`src/rtl/iobus_pkg.sv`:
```
// Shared definitions for IO bus responders: register offsets, CTRL/STATUS
// bit positions and packed register layouts.
package iobus_pkg;

    // Timer register offsets relative to the responder base address
    localparam logic [31:0] TMR_CTRL_OFS     = 32'h00;
    localparam logic [31:0] TMR_LOAD_OFS     = 32'h04;
    localparam logic [31:0] TMR_COUNT_OFS    = 32'h08;
    localparam logic [31:0] TMR_STATUS_OFS   = 32'h0C;
    localparam logic [31:0] TMR_PRESCALE_OFS = 32'h10;

    // CTRL register bit positions
    localparam int CTRL_EN_BIT   = 0;
    localparam int CTRL_AUTO_BIT = 1;
    localparam int CTRL_IE_BIT   = 2;

    // STATUS register bit positions
    localparam int STAT_PEND_BIT = 0;
    localparam int STAT_OVR_BIT  = 1;

    // CTRL layout: {IE, AUTO, EN}, EN in the LSB
    typedef struct packed {
        logic ie;
        logic auto_rl;
        logic en;
    } tmr_ctrl_t;

    // STATUS layout: {OVR, PEND}, PEND in the LSB
    typedef struct packed {
        logic ovr;
        logic pend;
    } tmr_status_t;

endpackage

```
`src/rtl/iobus_timer_presc.sv`:
```
// Prescaler / tick generator for iobus_timer. Only instantiated when
// IOBUS_TIMER_PRESCALE_EN is defined. Emits one tick every PRESCALE+1
// enabled cycles; the counter restarts on a PRESCALE write or timer start.
module iobus_timer_presc (
    input  logic        clk,
    input  logic        rst,
    input  logic        en,
    input  logic        clear,
    input  logic        wr,
    input  logic [15:0] wdata,
    output logic [15:0] prescale,
    output logic        tick
);

    logic [15:0] ps;

    assign tick = en & (ps == prescale);

    // PRESCALE register and the free-running divider that wraps at PRESCALE
    always_ff @(posedge clk) begin
        if (rst) begin
            prescale <= '0;
            ps       <= '0;
        end else begin
            if (wr) begin
                prescale <= wdata;
            end
            if (wr || clear) begin
                ps <= '0;
            end else if (en) begin
                ps <= tick ? 16'h0000 : ps + 16'h0001;
            end
        end
    end

endmodule

```
`src/rtl/iobus_timer.sv`:
```
// Memory-mapped down-counting timer on the MCU IO bus responder side.
// Registers: CTRL, LOAD, COUNT (read-only), STATUS (write-1-to-clear) and,
// when IOBUS_TIMER_PRESCALE_EN is defined, a 16-bit PRESCALE register.
// INTR is a level request built purely from flops (PEND & IE).
module iobus_timer
    import iobus_pkg::*;
#(
    parameter logic [31:0] BASE_ADDR = 32'h1100_0300,
    parameter int          CNT_W     = 32
) (
    input  logic        CLK,
    input  logic        RST,
    input  logic [31:0] IOBUS_ADDR,
    input  logic [31:0] IOBUS_OUT,
    input  logic        IOBUS_WR,
    output logic [31:0] IOBUS_IN,
    output logic        INTR
);

    // Word addresses of each register; the byte offset bits are ignored
    localparam logic [29:0] CTRL_WA   = 30'((BASE_ADDR + TMR_CTRL_OFS)   >> 2);
    localparam logic [29:0] LOAD_WA   = 30'((BASE_ADDR + TMR_LOAD_OFS)   >> 2);
    localparam logic [29:0] COUNT_WA  = 30'((BASE_ADDR + TMR_COUNT_OFS)  >> 2);
    localparam logic [29:0] STATUS_WA = 30'((BASE_ADDR + TMR_STATUS_OFS) >> 2);

    tmr_ctrl_t        ctrl;
    tmr_status_t      status;
    tmr_status_t      status_next;
    logic [CNT_W-1:0] load;
    logic [CNT_W-1:0] count;
    logic [CNT_W-1:0] count_next;
    logic             tick;
    logic             expire;
    logic             sel_ctrl, sel_load, sel_count, sel_status;
    logic             wr_ctrl, wr_load, wr_status;
    logic             unused_bits;

    assign sel_ctrl   = (IOBUS_ADDR[31:2] == CTRL_WA);
    assign sel_load   = (IOBUS_ADDR[31:2] == LOAD_WA);
    assign sel_count  = (IOBUS_ADDR[31:2] == COUNT_WA);
    assign sel_status = (IOBUS_ADDR[31:2] == STATUS_WA);

    assign wr_ctrl   = IOBUS_WR & sel_ctrl;
    assign wr_load   = IOBUS_WR & sel_load;
    assign wr_status = IOBUS_WR & sel_status;

    assign unused_bits = ^{IOBUS_ADDR[1:0], IOBUS_OUT};

`ifdef IOBUS_TIMER_PRESCALE_EN
    localparam logic [29:0] PRESCALE_WA = 30'((BASE_ADDR + TMR_PRESCALE_OFS) >> 2);

    logic        sel_prescale;
    logic        wr_prescale;
    logic        en_start;
    logic [15:0] prescale;

    assign sel_prescale = (IOBUS_ADDR[31:2] == PRESCALE_WA);
    assign wr_prescale  = IOBUS_WR & sel_prescale;
    assign en_start     = wr_ctrl & IOBUS_OUT[CTRL_EN_BIT] & ~ctrl.en;

    iobus_timer_presc u_presc (
        .clk      (CLK),
        .rst      (RST),
        .en       (ctrl.en),
        .clear    (en_start),
        .wr       (wr_prescale),
        .wdata    (IOBUS_OUT[15:0]),
        .prescale (prescale),
        .tick     (tick)
    );
`else
    assign tick = ctrl.en;
`endif

    assign expire = tick & (count == '0);
    assign INTR   = status.pend & ctrl.ie;

    // Next COUNT and STATUS: LOAD writes override counting; a new expiry beats a W1C
    always_comb begin
        count_next = count;
        if (wr_load) begin
            count_next = IOBUS_OUT[CNT_W-1:0];
        end else if (tick) begin
            if (count != '0) begin
                count_next = count - CNT_W'(1);
            end else if (ctrl.auto_rl) begin
                count_next = load;
            end
        end
        status_next.pend = (status.pend & ~(wr_status & IOBUS_OUT[STAT_PEND_BIT])) | expire;
        status_next.ovr  = (status.ovr  & ~(wr_status & IOBUS_OUT[STAT_OVR_BIT]))
                         | (expire & status.pend);
    end

    // Register file update; a one-shot expiry drops EN unless CTRL is written
    always_ff @(posedge CLK) begin
        if (RST) begin
            ctrl   <= '0;
            load   <= '0;
            count  <= '0;
            status <= '0;
        end else begin
            if (wr_ctrl) begin
                ctrl <= tmr_ctrl_t'(IOBUS_OUT[2:0]);
            end else if (expire && !ctrl.auto_rl) begin
                ctrl.en <= 1'b0;
            end
            if (wr_load) begin
                load <= IOBUS_OUT[CNT_W-1:0];
            end
            count  <= count_next;
            status <= status_next;
        end
    end

    // Combinational read mux; zero whenever the address misses the window
    always_comb begin
        IOBUS_IN = '0;
        if (sel_ctrl) begin
            IOBUS_IN[2:0] = ctrl;
        end else if (sel_load) begin
            IOBUS_IN[CNT_W-1:0] = load;
        end else if (sel_count) begin
            IOBUS_IN[CNT_W-1:0] = count;
        end else if (sel_status) begin
            IOBUS_IN[1:0] = status;
        end
`ifdef IOBUS_TIMER_PRESCALE_EN
        else if (sel_prescale) begin
            IOBUS_IN[15:0] = prescale;
        end
`endif
    end

endmodule

```
`config.mk`:
```
export PLATFORM = sky130hd
export DESIGN_NAME = iobus_timer
export DESIGN_NICKNAME = d
export VERILOG_FILES = /design/src/rtl/iobus_pkg.sv /design/src/rtl/iobus_timer_presc.sv /design/src/rtl/iobus_timer.sv
export SDC_FILE = /design/constraint.sdc
export NUM_CORES = 1
export LEC_CHECK = 0
export CAP_MARGIN = 20
export CORE_UTILIZATION = 35
export CTS_BUF_LIST = sky130_fd_sc_hd__clkbuf_2
export CTS_CLUSTER_DIAMETER = 50
export DETAILED_ROUTE_END_ITERATION = 16
export PLACE_DENSITY_LB_ADDON = 0.1
export SETUP_SLACK_MARGIN = 0.2
export SYNTH_ARGS = -nofsm -noshare
export SYNTH_HDL_FRONTEND = slang
export SYNTH_HIERARCHICAL = 1
export SYNTH_SLANG_ARGS = --single-unit
```
`constraint.sdc`:
```
create_clock -name CLK -period 10.4 [get_ports CLK]
set_input_delay 3.12 -clock CLK [delete_from_list [all_inputs] [get_ports CLK]]
set_output_delay 3.12 -clock CLK [all_outputs]
set_load 0.02 [all_outputs]
```
---- Word-level counts from Yosys, hierarchy flattened ----
Cells that the tools add are included.
word-level totals
  flip-flop bits (word level) ............. 69
  bits in latches ......................... 0
  bits in writable memories ............... 0
  bits in read-only memories .............. 0
  input port bits ......................... 67
  output and inout bits ................... 33
  logic and storage cells ................. 46
  memories ................................ 0
operators by class
  $add $sub $neg .......................... 1
  multipliers ............................. 0
  divide/modulo/power cells ............... 0
  $lt $le $gt $ge ......................... 0
  eq/ne operators ......................... 4
  shift operators ......................... 0
  muxes and demuxes ....................... 12
  bitwise operators ....................... 14
  reductions and logical operators ........ 8
operators by type and width
  cell                                                                  number
  32-bit 2-to-1 mux                                                     5
  30-bit by 27-bit == test with 1-bit output, second input constant     4
  32-bit zero test                                                      1
  32-bit nonzero test                                                   1
  32-bit by 1-bit subtractor with 32-bit output, second input constant  1
  30-bit 2-to-1 mux                                                     1
  29-bit 2-to-1 mux                                                     1
  1-bit bitwise AND                                                     10
  2-bit 2-to-1 mux                                                      2
  2-bit nonzero test                                                    2
  3-bit 2-to-1 mux                                                      1
  3-bit nonzero test                                                    1
  1-bit 2-to-1 mux                                                      2
  1-bit inverter                                                        2
  1-bit OR                                                              2
  2-bit AND reduction                                                   1
  1-bit logical AND                                                     1
  1-bit zero test                                                       1

---- Depth between registers and ports, before layout ----
Gate-level depths: netlist of the first run.
  word-level depth ........................ 6
  mapped depth ............................ 10
  gate-level depth less buffers ........... 9

---- Worst setup path before layout of the first run ----
OpenSTA, ideal clock, no wires.
  path type ............................... input to output
  start point ............................. input port IOBUS_ADDR[11]
  end point ............................... output port IOBUS_IN[21]
  data arrival time ....................... 5.132 ns
  slack ................................... 2.148 ns
  stages on the path ...................... 7
  path buffers ............................ 3
  cell sequence ........................... or4_1 > or3_1 > clkbuf_1 > nor2b_1 > clkbuf_1 > clkbuf_1 > a22o_1
between the ends
  cells in the longest elaborated chain, start to end .. 4
  elaborated cells on any way between the ends .. 6
  those cells by class .................... eq/ne: 3; mux: 3
ends and longest elaborated chain
  item                                        line                RTL
  start, declared                             iobus_timer.sv:13   input logic [31:0] IOBUS_ADDR,
  30-bit by 27-bit == test with 1-bit output  iobus_timer.sv:40   assign sel_count = (IOBUS_ADDR[31:2] == COUNT_WA);
  30-bit 2-to-1 mux                           iobus_timer.sv:123  end else if (sel_count) begin
  32-bit 2-to-1 mux                           iobus_timer.sv:121  end else if (sel_load) begin
  29-bit 2-to-1 mux (*)                       iobus_timer.sv:119  if (sel_ctrl) begin
  end, declared                               iobus_timer.sv:16   output logic [31:0] IOBUS_IN,
Every way passes the cells marked *; elsewhere a longest branch is shown, timed or not.

---- Final worst setup path of the first run ----
  start point ............................. input port IOBUS_ADDR[11]
  end point ............................... output port IOBUS_IN[31]
The elaborated chain is that of the path after synthesis.

==> results of run 1 <==
## tightest hold or removal path, cell delays in order (launching register included)
cell and delay (ns):
dfxtp_1 0.36, nand2_1 0.05, a21oi_1 0.05
## registers in the layout, summed over array words and instances (netlist names)
| signal | cells |
|---|---|
| count | 32 |
| ctrl | 2 |
| load | 32 |
| status | 2 |
| tick | 1 |
## power by group
part / total [uW] / internal, uW / switching, uW
registers: 265 / 265 / 0.000000376
logic: 33.3 / 22.6 / 10.7
clock network: 151 / 56.0 / 95.0
## cells by family after synthesis
| logic type | count (synthesis) | share of synthesized area |
|---|---|---|
| muxes | 7 | 0.0230 |
| buffers and inverters | 54 | 0.0602 |
| AOI/OAI and AO/OA | 141 | 0.242 |
| adders and majority gates | 2 | 0.00605 |
| DFF | 69 | 0.334 |
| and+or+nand+nor | 243 | 0.282 |
| xor gates and xnor gates | 25 | 0.0529 |
## Yosys cell counts, drive strengths merged, types with 2 or more instances
cell     n
nand4b   2
a311oi  13
or2      2
nand2   84
nor3    28
nand3   13
a211oi  29
mux4     2
nor4bb   2
o211ai  11
o31ai    2
xnor2   17
dfxtp   69
a21oi   43
nand4    6
ha       2
or4      6
mux2i    5
and3     2
nor4    17
inv      8
nor3b    4
buf     16
clkbuf  30
a22o    29
or3      4
o21a     2
xor2     8
o21ai    7
nor2    65
nor2b    4
## final cells by class
cell class,instances,area share
well taps,143,0.0341
repair buffers,106,0.197
multi-input cells,418,0.481
clock inverters,3,0.00716
flip-flops and latches,69,0.263
clock buffers,12,0.0115
inverters,8,0.00573
## layer usage
layer | routed length, microns | track usage | up-vias
met5 | 0 | 0 | -
met2 | 5710 | 0.325 | 109
met3 | 533 | 0.0344 | 12
li1 | - | - | 2110
met1 | 6080 | 0.282 | 2006
met4 | 176 | 0.0791 | 0
## through the flow
step | total power, uW | hold slack (ns)
3_3_place_gp | 303 | 0.455
6_report | 449 | 0.483
3_5_place_dp | 303 | 0.464
4_1_cts | 455 | 0.485
2_1_floorplan | 276 | 0.442
5_1_grt | 468 | 0.505
## path summary, 6_finish.rpt
path / startpoint / endpoint / slack, ns / cells past startpoint
setup / recovery: IOBUS_ADDR[11] / IOBUS_IN[31] / 1.24 / 7
hold / removal: load[31] / load[31] / 0.48 / 2
setup reg to reg: count[19] / count[16] / 7.23 / 6
hold reg to reg: load[31] / load[31] / 0.48 / 2
==> flow_metrics.tcl, run 1 <==
set metrics [dict create \
    status "completed" \
    finalHoldViolCount 0 \
    overflow 0 \
    critPathTopFamily "buffers and inverters" \
    worstPathArrival_ns 6.04 \
    drive_gt1_frac 0.0601 \
    multiInputGateArea_sq_um 2520 \
    synth_edf_count 0 \
    drt_iter0_drc 256 \
    postSynthAreaPerCell_sq_um 7.65 \
    synth.distinct_cells 49 \
    rsz0062_at_grt "false" \
    h-tree-depth 3 \
    cts_resized 0 \
    required_ns 7.28 \
    max_cap_violations 0 \
    start_util 0.361 \
    worst_pin_slew_ns 0.850 \
    vdd_drop_max_v 0.0000452 \
    ctsHoldBuffers 0 \
    post-route-period-util 0.881 \
    die_area_sq_um 12300 \
    ys_warn_count 6 \
    finClkSkew_ns 0.0267 \
    rows 39 \
    fin_cells 759 \
    ant_nets 0 \
    area_growth_pct 26.8 \
    grt_max_degree 70 \
    critPathMaxStageDelay_ns 0.61 \
    drc 0 \
    die_h_microns 111 \
    synthFlopType "dfxtp_1" \
    die_width_microns 111 \
    power_density_nw_per_um2 85.6 \
    fin_area_sq_um 5240 \
    grt_usage 0.207 \
    clockRootBuffer "clkbuf_2" \
    synth_fp_nets 610 \
    grt_pass1_vias 4114 \
    path_max_fanout 29 \
    dpl_cell_area_sq_um 5150 \
    fmax_mhz 109 \
    setup_viol 0 \
    postSynthCellCount 541 \
    path_clk_slew_ns 0.20 \
    cts.sinks 69 \
    finalNetCount 681 \
    worstSetupStartpointType "input pin" \
    first_pass_iters 5 \
    ys_async_sr_fraction 0 \
    insertion_delay_ns 0.51 \
    netlist_top_cells_area "dfxtp_1, nand2_1, a22o_1, nor2_1, a211oi_1" \
    finalCoreUtilization 0.457 \
    final.setup.tns_ns 0 \
    synth-seq-cells 69 \
    io_pins 100 \
    ys_seq_area_frac 0.334 \
    cp_common_cell "clkdlybuf4s50_1" \
    critPathBufInv 3 \
    antenna_found_initial 0 \
    wl_microns 12500 \
    cts_buffer_depth 2 \
    grt_pass1_wl_microns 20600 \
    synth_area_sq_um 4140 \
    insertedDiodeCount 0 \
    wire_per_inst_microns 16.5 \
    coreArea_sq_um 11500 \
    finalMaxSlewViolations 0 \
    detailedPlace.worstSlack_ns 1.22 \
    hold_path.class "reg -> reg" \
    leakage_uw 0.00184 \
    mostFrequentLayoutCell "clkdlybuf4s50_1" \
    end_kind "primary output" \
    drt-vias-per-instance 5.58 \
    yosysTopAreaCellShare 0.334 \
    dp.cells 744 \
    path_cells "clkdlybuf4s50_1, or4_1, or3_1, nor3b_2, buf_4, a22o_1, clkdlybuf4s50_1" \
    nFillCells 1192 \
    dpl.hpwl_microns 8180 \
    max_slew_margin 0.428 \
    final.min_clock_period_ns 9.16 \
    cpMaxStageDelayCell "clkdlybuf4s50_1" \
    seqCellArea_sq_um 1380 \
    final_cell_mix "clkdlybuf4s50_1, nand2_1, dfxtp_1" \
    cts_tree "yes" \
    yosysTopAreaCell "dfxtp_1" \
    numCtsBuffers 9 \
    path_class "in -> out" \
    vias 4237 \
    globalplace.congestion 0.850 \
    setup_slack_ns 1.24 \
    cts_setup_buffers 0 \
    portBuffers 97 \
]
Power figures use the tool's default switching activity.
==> run 2: changes to the inputs <==
Settings changed: GPL_TIMING_DRIVEN set to 0.
==> run 2 against run 1 <==
Effect of this change: clock skew rose by 0.0066 ns; register-to-register slack improved by 0.10 ns; cell count rose by 4.9%; non-clock buffer count rose by 36; via count rose by 5.7%; combinational power rose by 5%; utilization rose by 1.7 points; global-route usage rose by 3.1 points; hold slack barely moved; maximum frequency fell by 6.6%; worst setup slack got worse by 0.65 ns; largest power group unchanged.
==> flow_metrics.tcl, run 2 (same netlist as run 1, synthesis figures left out) <==
set metrics [dict create \
    fmax_mhz 102 \
    vias 4480 \
    vdd_drop_max_v 0.0000484 \
    cts_buffer_depth 2 \
    max_slew_margin 0.426 \
    die_h_microns 111 \
    grt_max_degree 12 \
    worst-r2r-setup-slack_ns 7.33 \
    portBuffers 95 \
    cts_setup_buffers 0 \
    antenna_found_initial 0 \
    p_clk_frac 0.407 \
    swShare 0.224 \
    setup_viol 0 \
    finalHoldViolCount 0 \
    ant_nets 0 \
    end_kind "primary output" \
    numCtsBuffers 9 \
    hold_path.class "reg -> reg" \
    first_pass_iters 6 \
    path_max_fanout 10 \
    power_density_nw_per_um2 93.0 \
    cts_tree "yes" \
    mostFrequentLayoutCell "clkdlybuf4s50_1" \
    finalNetCount 717 \
    grt_pass1_vias 4353 \
    worst_pin_slew_ns 0.855 \
    power.switching_uw 113 \
    status "completed" \
    cts_resized 0 \
    overflow 0 \
    final.setup.tns_ns 0 \
    endpoint "IOBUS_IN[28]" \
    setup_slack_ns 0.590 \
    reg_top3 "count (32), load (32)" \
    h-tree-depth 3 \
    wl_microns 14400 \
    worst_r2r_endpoint "count[14]" \
    drt_iter0_drc 422 \
    clockRootBuffer "clkbuf_2" \
    io_pins 100 \
    ctsHoldBuffers 0 \
    detailedPlace.worstSlack_ns 0.573 \
    post-route-period-util 0.943 \
    worstPathArrival_ns 6.69 \
    leakage_uw 0.00193 \
    final_cell_mix "clkdlybuf4s50_1, nand2_1, dfxtp_1" \
    dpl.hpwl_microns 10500 \
    power_frac_seq 0.524 \
    drt-vias-per-instance 5.63 \
    start_util 0.361 \
    die_width_microns 111 \
    required_ns 7.28 \
    final.min_clock_period_ns 9.81 \
    die_area_sq_um 12300 \
    worstSetupStartpoint "IOBUS_ADDR[11]" \
    reg2reg_from "count[26]" \
    drc 0 \
    nFillCells 1189 \
    reg2reg_depth 9 \
    rows 39 \
    finClkSkew_ns 0.0334 \
    max_cap_violations 0 \
    wire_per_inst_microns 18.1 \
    insertedDiodeCount 0 \
    cts.sinks 69 \
    p_int_uw 392 \
    coreArea_sq_um 11500 \
    p_comb_frac 0.069 \
    finalCoreUtilization 0.474 \
    finalMaxSlewViolations 0 \
    grt_pass1_wl_microns 23300 \
    path_class "in -> out" \
    globalplace.congestion 0.897 \
    rsz0062_at_grt "false" \
    insertion_delay_ns 0.54 \
    grt_usage 0.237 \
    finalPower_uw 505 \
    path_clk_slew_ns 0.17 \
    drive_gt1_frac 0.0658 \
    worstSetupStartpointType "input pin" \
    area_growth_pct 31.4 \
]
-- run 2: worst min-delay path by stage --
| stage | from | end | slack, ns | cells after the start |
|---|---|---|---|---|
| after global routing | load[15] | load[15] | 0.51 | 2 |
| after detailed placement | load[19] | load[19] | 0.46 | 2 |
| final | load[19] | load[19] | 0.48 | 2 |
| after CTS | load[19] | load[19] | 0.48 | 2 |
| after floorplan | load[21] | load[21] | 0.44 | 2 |
| after global placement | load[31] | load[31] | 0.45 | 2 |
-- run 2: worst max-delay path, cell delays in order --
cell and delay, ns:
clkdlybuf4s50_1 0.39, or4_1 0.57, or3_1 0.32, clkbuf_1 0.19, nor2b_1 0.27, clkbuf_1 0.44, clkbuf_1 0.52, a22o_1 0.26
clkdlybuf4s50_1 0.60
-- run 2: cell type report --
class | instances | area (sq um) | area share
sequential | 69 | 1380 | 0.254
inverter | 8 | 30.0 | 0.00553
buffer | 46 | 219 | 0.0403
clock buffer | 11 | 55.1 | 0.0101
timing repair buffer | 96 | 958 | 0.176
tap | 143 | 179 | 0.0329
clock inverter | 5 | 98.8 | 0.0182
multi-input combinational | 418 | 2510 | 0.462
-- run 2: power by group through the flow --
stage / Clock, uW / Sequential (uW) / Combinational (uW)
after global placement: 0 / 270 / 34.3
final: 206 / 265 / 34.9
after detailed placement: 0 / 270 / 34.7
after CTS: 209 / 265 / 34.9
after floorplan: 0 / 270 / 6.18
after global routing: 217 / 265 / 37.1
-- run 2: layer usage --
metal,global-route usage,vias to the layer above,wire [microns]
met2,0.377,144,6630
met5,0,-,0
li1,-,2186,-
met3,0.0410,13,747
met4,0.0676,0,175
met1,0.330,2137,6840
-- run 2: stage by stage --
step	instance area, sq um	std cells	hold WS (ns)
global route	5430	796	0.510
CTS	5430	796	0.481
detailed placement	5280	780	0.459
finish	5430	796	0.483
global placement	5270	779	0.455
floorplan	4140	541	0.442
